File: src/rtl/mem_arbiter_rv_pkg.sv
// Shared state encoding, access sizes and exception codes for the RV memory arbiter.
package mem_arbiter_rv_pkg;

    typedef enum logic [1:0] {
        ST_IDLE  = 2'd0,
        ST_FETCH = 2'd1,
        ST_DATA  = 2'd2,
        ST_DONE  = 2'd3
    } arbState_t;

    localparam logic [1:0] MEM_ACCESS_BYTE      = 2'b00;
    localparam logic [1:0] MEM_ACCESS_HALF_WORD = 2'b01;
    localparam logic [1:0] MEM_ACCESS_WORD      = 2'b10;

    localparam logic [3:0] EXCEPTION_SUCCESS       = 4'd0;
    localparam logic [3:0] EXCEPTION_ILLEGAL_INSTR = 4'd2;
    localparam logic [3:0] EXCEPTION_MISALIGNED    = 4'd4;
    localparam logic [3:0] EXCEPTION_BUS_ERROR     = 4'd5;

    // Byte offset after forcing natural alignment for the access size.
    function automatic logic [1:0] alignOffset(input logic [1:0] access, input logic [1:0] offset);
        logic [1:0] aligned;
        aligned = offset;
        case (access)
            MEM_ACCESS_HALF_WORD: aligned = {offset[1], 1'b0};
            MEM_ACCESS_WORD:      aligned = 2'b00;
            default:              aligned = offset;
        endcase
        return aligned;
    endfunction

endpackage

File: src/rtl/mem_arbiter_rv_lane.sv
// Byte-lane unit: write-data replication and byte enables, read-lane extraction and extension.
// Purely combinational so it can be exercised on its own.
module mem_arbiter_rv_lane
    import mem_arbiter_rv_pkg::*;
(
    input  logic [1:0]  iwAccess,
    input  logic [1:0]  iwOffset,
    input  logic        iwSignExtend,
    input  logic [31:0] iwWData,
    input  logic [31:0] iwRWord,
    output logic [31:0] owWData,
    output logic [3:0]  owByteEn,
    output logic [31:0] owRData
);

    logic [15:0] wLane;

    always_comb begin
        wLane    = 16'(iwRWord >> {iwOffset, 3'b000});
        owWData  = iwWData;
        owByteEn = 4'b1111;
        owRData  = iwRWord;
        case (iwAccess)
            MEM_ACCESS_BYTE: begin
                owWData  = {4{iwWData[7:0]}};
                owByteEn = 4'b0001 << iwOffset;
                owRData  = {{24{iwSignExtend & wLane[7]}}, wLane[7:0]};
            end
            MEM_ACCESS_HALF_WORD: begin
                owWData  = {2{iwWData[15:0]}};
                owByteEn = 4'b0011 << {iwOffset[1], 1'b0};
                owRData  = {{16{iwSignExtend & wLane[15]}}, wLane};
            end
            default: ;
        endcase
    end

endmodule

File: src/rtl/mem_arbiter_rv.sv
// Shares one variable-latency memory port between instruction fetch and load/store.
// Build option RV_MISALIGN_EXCEPTION_EN traps misaligned half/word accesses instead of aligning them.
//
// state    | meaning
// ST_IDLE  | waiting for a request, round-robin grant
// ST_FETCH | instruction fetch in flight on the memory port
// ST_DATA  | load/store in flight on the memory port
// ST_DONE  | done pulse cycle, requests ignored
module mem_arbiter_rv
    import mem_arbiter_rv_pkg::*;
#(
    parameter int TIMEOUT_CYCLES = 64
) (
    input  logic        iwClk,
    input  logic        iwnRst,
    input  logic        iwIFetchReq,
    input  logic [31:0] iwIFetchAddr,
    output logic        owIFetchDone,
    output logic [31:0] orIFetchData,
    input  logic        iwDReq,
    input  logic        iwDWrite,
    input  logic [31:0] iwDAddr,
    input  logic [31:0] iwDWData,
    input  logic [1:0]  iwDAccess,
    input  logic        iwDSignExtend,
    output logic        owDDone,
    output logic [31:0] orDRData,
    output logic [3:0]  orDException,
    output logic        owMemReq,
    output logic        owMemWrite,
    output logic [31:0] owMemAddr,
    output logic [31:0] owMemWData,
    output logic [3:0]  owMemByteEn,
    input  logic        iwMemAck,
    input  logic [31:0] iwMemRData
);

    localparam bit         TIMER_EN   = (TIMEOUT_CYCLES != 0);
    localparam logic [7:0] TIMER_LAST = 8'(TIMEOUT_CYCLES - 1);

    arbState_t  rState, wNextState;
    logic       rLastData;
    logic [7:0] rTimer;
    logic [1:0] rAccess, rOffset;
    logic       rSignExtend;

    logic        wGrantFetch, wGrantData, wAck, wTimeout, wFinish, wInFlight, wTimerHit;
    logic        wReject;
    logic [3:0]  wRejectCode;
    logic [1:0]  wLaneAccess, wLaneOffset;
    logic        wLaneSignExtend;
    logic [31:0] wLaneWData, wLaneRData;
    logic [3:0]  wLaneByteEn;

    assign wInFlight = (rState == ST_FETCH) || (rState == ST_DATA);
    assign wTimerHit = TIMER_EN && (rTimer == TIMER_LAST);

    always_comb begin
        wReject     = 1'b0;
        wRejectCode = EXCEPTION_SUCCESS;
        if (iwDAccess == 2'b11) begin
            wReject     = 1'b1;
            wRejectCode = EXCEPTION_ILLEGAL_INSTR;
        end
`ifdef RV_MISALIGN_EXCEPTION_EN
        else if (alignOffset(iwDAccess, iwDAddr[1:0]) != iwDAddr[1:0]) begin
            wReject     = 1'b1;
            wRejectCode = EXCEPTION_MISALIGNED;
        end
`else
        else begin
            wReject     = 1'b0;
            wRejectCode = EXCEPTION_SUCCESS;
        end
`endif
    end

    // Lane unit sees the live request while idle (write path) and the captured one in flight (read path).
    always_comb begin
        if (rState == ST_IDLE) begin
            wLaneAccess     = iwDAccess;
            wLaneOffset     = alignOffset(iwDAccess, iwDAddr[1:0]);
            wLaneSignExtend = iwDSignExtend;
        end else begin
            wLaneAccess     = rAccess;
            wLaneOffset     = rOffset;
            wLaneSignExtend = rSignExtend;
        end
    end

    mem_arbiter_rv_lane uLane (
        .iwAccess     (wLaneAccess),
        .iwOffset     (wLaneOffset),
        .iwSignExtend (wLaneSignExtend),
        .iwWData      (iwDWData),
        .iwRWord      (iwMemRData),
        .owWData      (wLaneWData),
        .owByteEn     (wLaneByteEn),
        .owRData      (wLaneRData)
    );

    always_comb begin
        wNextState  = rState;
        wGrantFetch = 1'b0;
        wGrantData  = 1'b0;
        wAck        = 1'b0;
        wTimeout    = 1'b0;
        case (rState)
            ST_IDLE: begin
                if (iwDReq && (!iwIFetchReq || !rLastData)) begin
                    wGrantData = 1'b1;
                    wNextState = wReject ? ST_DONE : ST_DATA;
                end else if (iwIFetchReq) begin
                    wGrantFetch = 1'b1;
                    wNextState  = ST_FETCH;
                end
            end
            ST_FETCH, ST_DATA: begin
                if (iwMemAck) begin
                    wAck       = 1'b1;
                    wNextState = ST_DONE;
                end else if (wTimerHit) begin
                    wTimeout   = 1'b1;
                    wNextState = ST_DONE;
                end
            end
            ST_DONE: wNextState = ST_IDLE;
            default: wNextState = ST_IDLE;
        endcase
    end

    assign wFinish = wAck || wTimeout;

    always_ff @(posedge iwClk) begin
        if (!iwnRst) begin
            rState       <= ST_IDLE;
            rLastData    <= 1'b0;
            rTimer       <= '0;
            rAccess      <= MEM_ACCESS_BYTE;
            rOffset      <= '0;
            rSignExtend  <= 1'b0;
            owIFetchDone <= 1'b0;
            orIFetchData <= '0;
            owDDone      <= 1'b0;
            orDRData     <= '0;
            orDException <= EXCEPTION_SUCCESS;
            owMemReq     <= 1'b0;
            owMemWrite   <= 1'b0;
            owMemAddr    <= '0;
            owMemWData   <= '0;
            owMemByteEn  <= '0;
        end else begin
            rState       <= wNextState;
            owIFetchDone <= 1'b0;
            owDDone      <= 1'b0;

            if (wInFlight && !iwMemAck && !wTimerHit && (rTimer != 8'hFF))
                rTimer <= rTimer + 8'd1;

            if (wGrantFetch) begin
                rLastData   <= 1'b0;
                rTimer      <= '0;
                owMemReq    <= 1'b1;
                owMemWrite  <= 1'b0;
                owMemAddr   <= iwIFetchAddr & 32'hFFFF_FFFC;
                owMemWData  <= '0;
                owMemByteEn <= 4'b1111;
            end

            if (wGrantData) begin
                rLastData   <= 1'b1;
                rTimer      <= '0;
                rAccess     <= iwDAccess;
                rOffset     <= alignOffset(iwDAccess, iwDAddr[1:0]);
                rSignExtend <= iwDSignExtend;
                if (wReject) begin
                    owDDone      <= 1'b1;
                    orDRData     <= '0;
                    orDException <= wRejectCode;
                end else begin
                    owMemReq    <= 1'b1;
                    owMemWrite  <= iwDWrite;
                    owMemAddr   <= iwDAddr & 32'hFFFF_FFFC;
                    owMemWData  <= wLaneWData;
                    owMemByteEn <= wLaneByteEn;
                end
            end

            // A timed-out access completes like an acked one but with zero data.
            if (wFinish) begin
                owMemReq <= 1'b0;
                if (rState == ST_FETCH) begin
                    owIFetchDone <= 1'b1;
                    orIFetchData <= wAck ? iwMemRData : '0;
                end else begin
                    owDDone      <= 1'b1;
                    orDRData     <= (wAck && !owMemWrite) ? wLaneRData : '0;
                    orDException <= wAck ? EXCEPTION_SUCCESS : EXCEPTION_BUS_ERROR;
                end
            end
        end
    end

endmodule

File: config.mk
export PLATFORM = sky130hd
export DESIGN_NAME = mem_arbiter_rv
export DESIGN_NICKNAME = d
export VERILOG_FILES = /design/src/rtl/mem_arbiter_rv_pkg.sv /design/src/rtl/mem_arbiter_rv_lane.sv /design/src/rtl/mem_arbiter_rv.sv
export SDC_FILE = /design/constraint.sdc
export NUM_CORES = 1
export LEC_CHECK = 0
export ABC_CLOCK_PERIOD_IN_PS = 5100
export BUFFER_PORTS_ARGS = -buffer_cell sky130_fd_sc_hd__buf_2
export CAP_MARGIN = 0
export CORE_AREA = 5 5 129 119
export CTS_BUF_LIST = sky130_fd_sc_hd__clkbuf_16
export DETAILED_ROUTE_END_ITERATION = 16
export DIE_AREA = 0 0 134 124
export PLACE_DENSITY = 0.84
export SKIP_LAST_GASP = 1
export SLEW_MARGIN = 20
export SYNTH_ARGS = -nofsm -noshare
export SYNTH_HDL_FRONTEND = slang
export SYNTH_SLANG_ARGS = --single-unit
export TNS_END_PERCENT = 10
File: constraint.sdc
create_clock -name iwClk -period 5.1 [get_ports iwClk]
set_input_delay 0.765 -clock iwClk [delete_from_list [all_inputs] [get_ports iwClk]]
set_output_delay 0.765 -clock iwClk [all_outputs]
set_load 0.05 [all_outputs]
==> report_table.html <==
<table>
<tr><th>Metric</th><th>Value</th></tr>
<tr><th colspan="2">Min path</th></tr>
<tr><td>Min-Delay Endpoint</td><td>orDException[1]$_SDFF_PN0_</td></tr>
<tr><td>Worst hold stages</td><td>2</td></tr>
<tr><td>Launch instance of the worst min-delay path</td><td>orDException[1]$_SDFF_PN0_</td></tr>
<tr><td>Min-Delay Path Class</td><td>flip-flop to flip-flop</td></tr>
<tr><th colspan="2">Detailed routing</th></tr>
<tr><td>Starting DRT DRC Count</td><td>519</td></tr>
<tr><td>Aggregate routed wire length</td><td>~22 mm</td></tr>
<tr><td>Detailed-route vias per instance</td><td>5.735</td></tr>
<tr><td>DR pass1 iterations</td><td>7</td></tr>
<tr><td>Post-DR wirelength/cell</td><td>between 15 and 20 um</td></tr>
<tr><td>Routed via count</td><td>a little under 7000</td></tr>
<tr><td>Number of nets with antenna violations after detailed routing</td><td>0</td></tr>
<tr><td>DRC</td><td>0</td></tr>
<tr><th colspan="2">Logic synthesis</th></tr>
<tr><td>Async set-or-reset flop fraction in the synthesized netlist</td><td>0</td></tr>
<tr><td>Area of the mapped netlist</td><td>6794 sq um</td></tr>
<tr><td>Yosys warns</td><td>0</td></tr>
<tr><td>Syn Inst Count</td><td>about 760</td></tr>
<tr><td>Number of synthesized flops with an enable pin</td><td>0</td></tr>
<tr><td>Synthesized Nets</td><td>907</td></tr>
<tr><td>Top flip-flop cell by instance count after synthesis</td><td>sky130_fd_sc_hd__dfxtp_1</td></tr>
<tr><td>Proportion of netlist area held by the largest area contributor</td><td>0.4597</td></tr>
<tr><td>Number of unique standard cell types used by synthesis</td><td>53</td></tr>
<tr><td>Syn avg cell area</td><td>8.904 sq um</td></tr>
<tr><td>Cell type contributing the most total cell area after synthesis</td><td>sky130_fd_sc_hd__dfxtp_1</td></tr>
<tr><td>Post-synthesis sequential element count</td><td>156</td></tr>
<tr><td>Sequential share of the synthesized area</td><td>0.4597</td></tr>
<tr><td>Leading cell types by total area after synthesis</td><td>sky130_fd_sc_hd__dfxtp_1, sky130_fd_sc_hd__nand2_1, sky130_fd_sc_hd__a22o_1</td></tr>
<tr><th colspan="2">Power</th></tr>
<tr><td>Logic gate share of total power</td><td>0.436</td></tr>
<tr><td>Seq pwr share</td><td>0.306</td></tr>
<tr><td>Power consumption</td><td>between 5000 and 6000 uW</td></tr>
<tr><td>Sw Share</td><td>0.4417</td></tr>
<tr><td>Power Internal</td><td>2877 uW</td></tr>
<tr><td>Static leakage power</td><td>~0.004 uW</td></tr>
<tr><td>Clk network pwr share</td><td>0.258</td></tr>
<tr><td>P per Cell Area</td><td>approximately 580 nW/um^2</td></tr>
<tr><td>Max rail drop VDD</td><td>0.3459 mV</td></tr>
<tr><td>P_sw</td><td>roughly 2300 uW</td></tr>
<tr><th colspan="2">Timing</th></tr>
<tr><td>Final-report setup violation count</td><td>0</td></tr>
<tr><td>Final hold slack</td><td>between 0.4 and 0.5 ns</td></tr>
<tr><td>Highest Clock Rate</td><td>between 200 and 300 MHz</td></tr>
<tr><td>Sum of negative setup slack</td><td>0 ns</td></tr>
<tr><td>Clock skew after layout</td><td>about 0.011 ns</td></tr>
<tr><td>Fraction of the cycle the final worst path needs</td><td>0.6927</td></tr>
<tr><td>Count of final max-slew check failures</td><td>0</td></tr>
<tr><td>Relative slew slack</td><td>0.3061</td></tr>
<tr><td>Actual transition at the worst max-transition pin</td><td>between 1 and 1.5 ns</td></tr>
<tr><td>Hold Vio Cnt, Final</td><td>0</td></tr>
<tr><td>Setup repair after global routing missed its margin</td><td>false</td></tr>
<tr><td>Minimum period implied by the final worst setup slack</td><td>around 3.5 ns</td></tr>
<tr><th colspan="2">Floorplanning</th></tr>
<tr><td>Floorplan Core Area</td><td>roughly 14000 sq um</td></tr>
<tr><td>Height of the die</td><td>approximately 120 um</td></tr>
<tr><td>Die outline width</td><td>around 130 um</td></tr>
<tr><td>Initial Util</td><td>0.4923</td></tr>
<tr><td>Floorplan row count</td><td>41</td></tr>
<tr><td>Overall die area</td><td>between 15000 and 20000 sq um</td></tr>
<tr><td>IO Pins</td><td>about 280</td></tr>
<tr><th colspan="2">Placement</th></tr>
<tr><td>Estimated wirelength of the detail-placed design</td><td>around 16 mm</td></tr>
<tr><td>I/O Buffers</td><td>274</td></tr>
<tr><td>Gp weighted congestion</td><td>slightly below 0.9</td></tr>
<tr><th colspan="2">Setup path</th></tr>
<tr><td>Nature of the critical path endpoint</td><td>flip-flop</td></tr>
<tr><td>Reg2reg path depth</td><td>7</td></tr>
<tr><td>R2R Path Start</td><td>rState[1]$_SDFFE_PN0P_</td></tr>
<tr><td>Largest delay contributor family on the critical path</td><td>simple AND/OR/NAND/NOR gates</td></tr>
<tr><td>Cell Chain, Critical Path</td><td>inv_1 &gt; ha_1 &gt; nand2b_1 &gt; and2_1 &gt; a211oi_1 &gt; nor3_2 &gt; o211ai_1</td></tr>
<tr><td>Worst EP required</td><td>between 5 and 6 ns</td></tr>
<tr><td>Slowest stage cell on the critical path</td><td>sky130_fd_sc_hd__nor3_2</td></tr>
<tr><td>Type of the setup path with the least slack</td><td>flip-flop to flip-flop</td></tr>
<tr><td>Endpoint of the worst register-to-register path</td><td>orDRData[29]$_SDFF_PN0_</td></tr>
<tr><td>Worst endpoint data arrival time</td><td>roughly 3.8 ns</td></tr>
<tr><td>Sum of buffers and inverters on the critical path</td><td>1</td></tr>
<tr><td>Register-to-register path setup slack</td><td>~1.6 ns</td></tr>
<tr><td>Crit Path Max Fanout</td><td>25</td></tr>
<tr><td>Max stage delay on crit path</td><td>around 0.86 ns</td></tr>
<tr><td>Launching element type of the critical path</td><td>flip-flop</td></tr>
<tr><th colspan="2">Layout</th></tr>
<tr><td>Layout cells sized above 1</td><td>0.3324</td></tr>
<tr><td>Fin nets</td><td>between 1000 and 1500</td></tr>
<tr><td>Most common cell after layout, fill and taps aside</td><td>sky130_fd_sc_hd__buf_2</td></tr>
<tr><td>Commonest non-fill, non-tap cells in the layout</td><td>sky130_fd_sc_hd__buf_2, sky130_fd_sc_hd__dfxtp_1, sky130_fd_sc_hd__nand2_1, sky130_fd_sc_hd__nor2_1, sky130_fd_sc_hd__a22o_1</td></tr>
<tr><td>Growth of design area from synthesis to finish</td><td>29.96%</td></tr>
<tr><th colspan="2">Clock network</th></tr>
<tr><td>Max H-tree Level</td><td>4</td></tr>
<tr><td>Clock buffers created by TritonCTS</td><td>17</td></tr>
<tr><td>Buffer depth of the longest clock path</td><td>2</td></tr>
<tr><td>Hold bufs inserted after CTS</td><td>0</td></tr>
<tr><td>Clock-pin transition on the worst setup and hold timing paths</td><td>approximately 0.060 ns</td></tr>
<tr><td>CTS-repair resized insts</td><td>0</td></tr>
<tr><td>Post-CTS setup buffers</td><td>0</td></tr>
<tr><td>Clock latency reported for the late side of the worst-skew pair</td><td>~0.42 ns</td></tr>
<tr><td>CTS tree</td><td>yes</td></tr>
<tr><td>Clock Sinks</td><td>about 160</td></tr>
<tr><td>Root Driver</td><td>sky130_fd_sc_hd__clkbuf_16</td></tr>
<tr><th colspan="2">Global route</th></tr>
<tr><td>Number of antenna violations at the first check in global routing</td><td>2</td></tr>
<tr><td>GRT Total Usage</td><td>0.2537</td></tr>
<tr><td>Pin count of the biggest net entering global routing</td><td>approximately 70</td></tr>
<tr><td>Global-route congestion overflow total</td><td>0</td></tr>
<tr><td>Vias in the first global route</td><td>approximately 6600</td></tr>
<tr><td>Wire length of the first global-routing pass</td><td>33.43 mm</td></tr>
<tr><th colspan="2">Outcome</th></tr>
<tr><td>Status</td><td>finished clean</td></tr>
<tr><th colspan="2">Flow run</th></tr>
<tr><td>Max cap viols</td><td>0</td></tr>
</table>
## sequential cells by signal, indices dropped and copies added, names as in the netlist
| register | cells |
|---|---|
| rSignExtend | 1 |
| rOffset | 2 |
| rTimer | 8 |
| owMemReq | 1 |
| rAccess | 2 |
| orDException | 4 |
| orIFetchData | 32 |
| owIFetchDone | 1 |
| owDDone | 1 |
| owMemWrite | 1 |
| owMemByteEn | 4 |
| owMemWData | 32 |
| owMemAddr | 32 |
| rState | 2 |
| rLastData | 1 |
| orDRData | 32 |
## worst max-delay path by stage
stage / depth (start not counted) / to / slack (ns) / start
after floorplan: 9 / orDRData[5]$_SDFF_PN0_ / 2.52 / iwDAccess[1]
after global placement: 8 / orDRData[18]$_SDFF_PN0_ / 1.62 / iwDAccess[1]
after detailed placement: 8 / orDRData[29]$_SDFF_PN0_ / 1.49 / iwDAccess[1]
after CTS: 7 / orDRData[29]$_SDFF_PN0_ / 1.59 / rState[1]$_SDFFE_PN0P_
after global routing: 7 / orDRData[29]$_SDFF_PN0_ / 1.29 / rState[1]$_SDFFE_PN0P_
final: 7 / orDRData[29]$_SDFF_PN0_ / 1.57 / rState[1]$_SDFFE_PN0P_
## stage by stage
step	cells	cell area (sq um)	setup slack [ns]	util
6_report	1193	8830	1.567	0.6399
3_5_place_dp	1160	8204	1.489	0.5945
5_1_grt	1193	8830	1.290	0.6399
2_1_floorplan	763	6794	2.518	-
3_3_place_gp	1160	8204	1.619	0.5945
4_1_cts	1192	8826	1.587	0.6396
## worst min-delay path: cells and delay by family (launching register included)
| family | cells | cell delay (ns) |
|---|---|---|
| flops | 1 | 0.31 |
| buf+inv | 1 | 0.04 |
| compound gates | 1 | 0.05 |
## kinds of logic (layout without fill, tap and decap cells)
logic type,after synthesis,count (layout),synth area share
simple gates,284,284,0.1777
compound gates,203,203,0.2252
flops,156,156,0.4597
buf+inv,67,324,0.04309
mux,39,39,0.07238
fa+ha+maj,7,7,0.01289
xor+xnor,7,7,0.009024
other cells,0,1,0
## synthesized netlist by cell type, types with 15 or more instances
cell                       instances
sky130_fd_sc_hd__dfxtp_1         156
sky130_fd_sc_hd__nand2_1         141
sky130_fd_sc_hd__nor2_1           81
sky130_fd_sc_hd__a22o_1           41
sky130_fd_sc_hd__clkbuf_1         36
sky130_fd_sc_hd__a311oi_1         30
sky130_fd_sc_hd__mux2i_1          28
sky130_fd_sc_hd__o21ai_0          26
sky130_fd_sc_hd__nand3_1          23
sky130_fd_sc_hd__o21ai_1          22
sky130_fd_sc_hd__o211ai_1         17
sky130_fd_sc_hd__buf_2            15
## cell type report
| class | instances | area (sq um) |
|---|---|---|
| fillers | 1173 | 4970 |
| multi-input cells | 540 | 3398 |
| flip-flops and latches | 156 | 3123 |
| repair buffers | 282 | 1431 |
| clock buffers | 17 | 425.4 |
| well taps | 172 | 215.2 |
| clock inverters | 15 | 196.4 |
| inverters | 10 | 37.54 |
| diodes | 1 | 2.502 |
## per-layer routing
metal	share of wire	GRT usage	vias to the layer above
met5	0.00060	0	-
met4	0.026	0.1067	2
met3	0.083	0.07270	47
met2	0.51	0.4457	314
met1	0.38	0.2919	3240
li1	-	-	3239
## power by group through the flow
| stage | registers (uW) | logic [uW] | clock network (uW) |
|---|---|---|---|
| floorplan | 2320 | 996 | 0 |
| global placement | 1590 | 2200 | 0 |
| detailed placement | 1590 | 2240 | 0 |
| CTS | 1580 | 2250 | 1350 |
| global route | 1600 | 2390 | 1410 |
| finish | 1580 | 2240 | 1330 |
No activity file was read; power rests on OpenSTA's default activity.
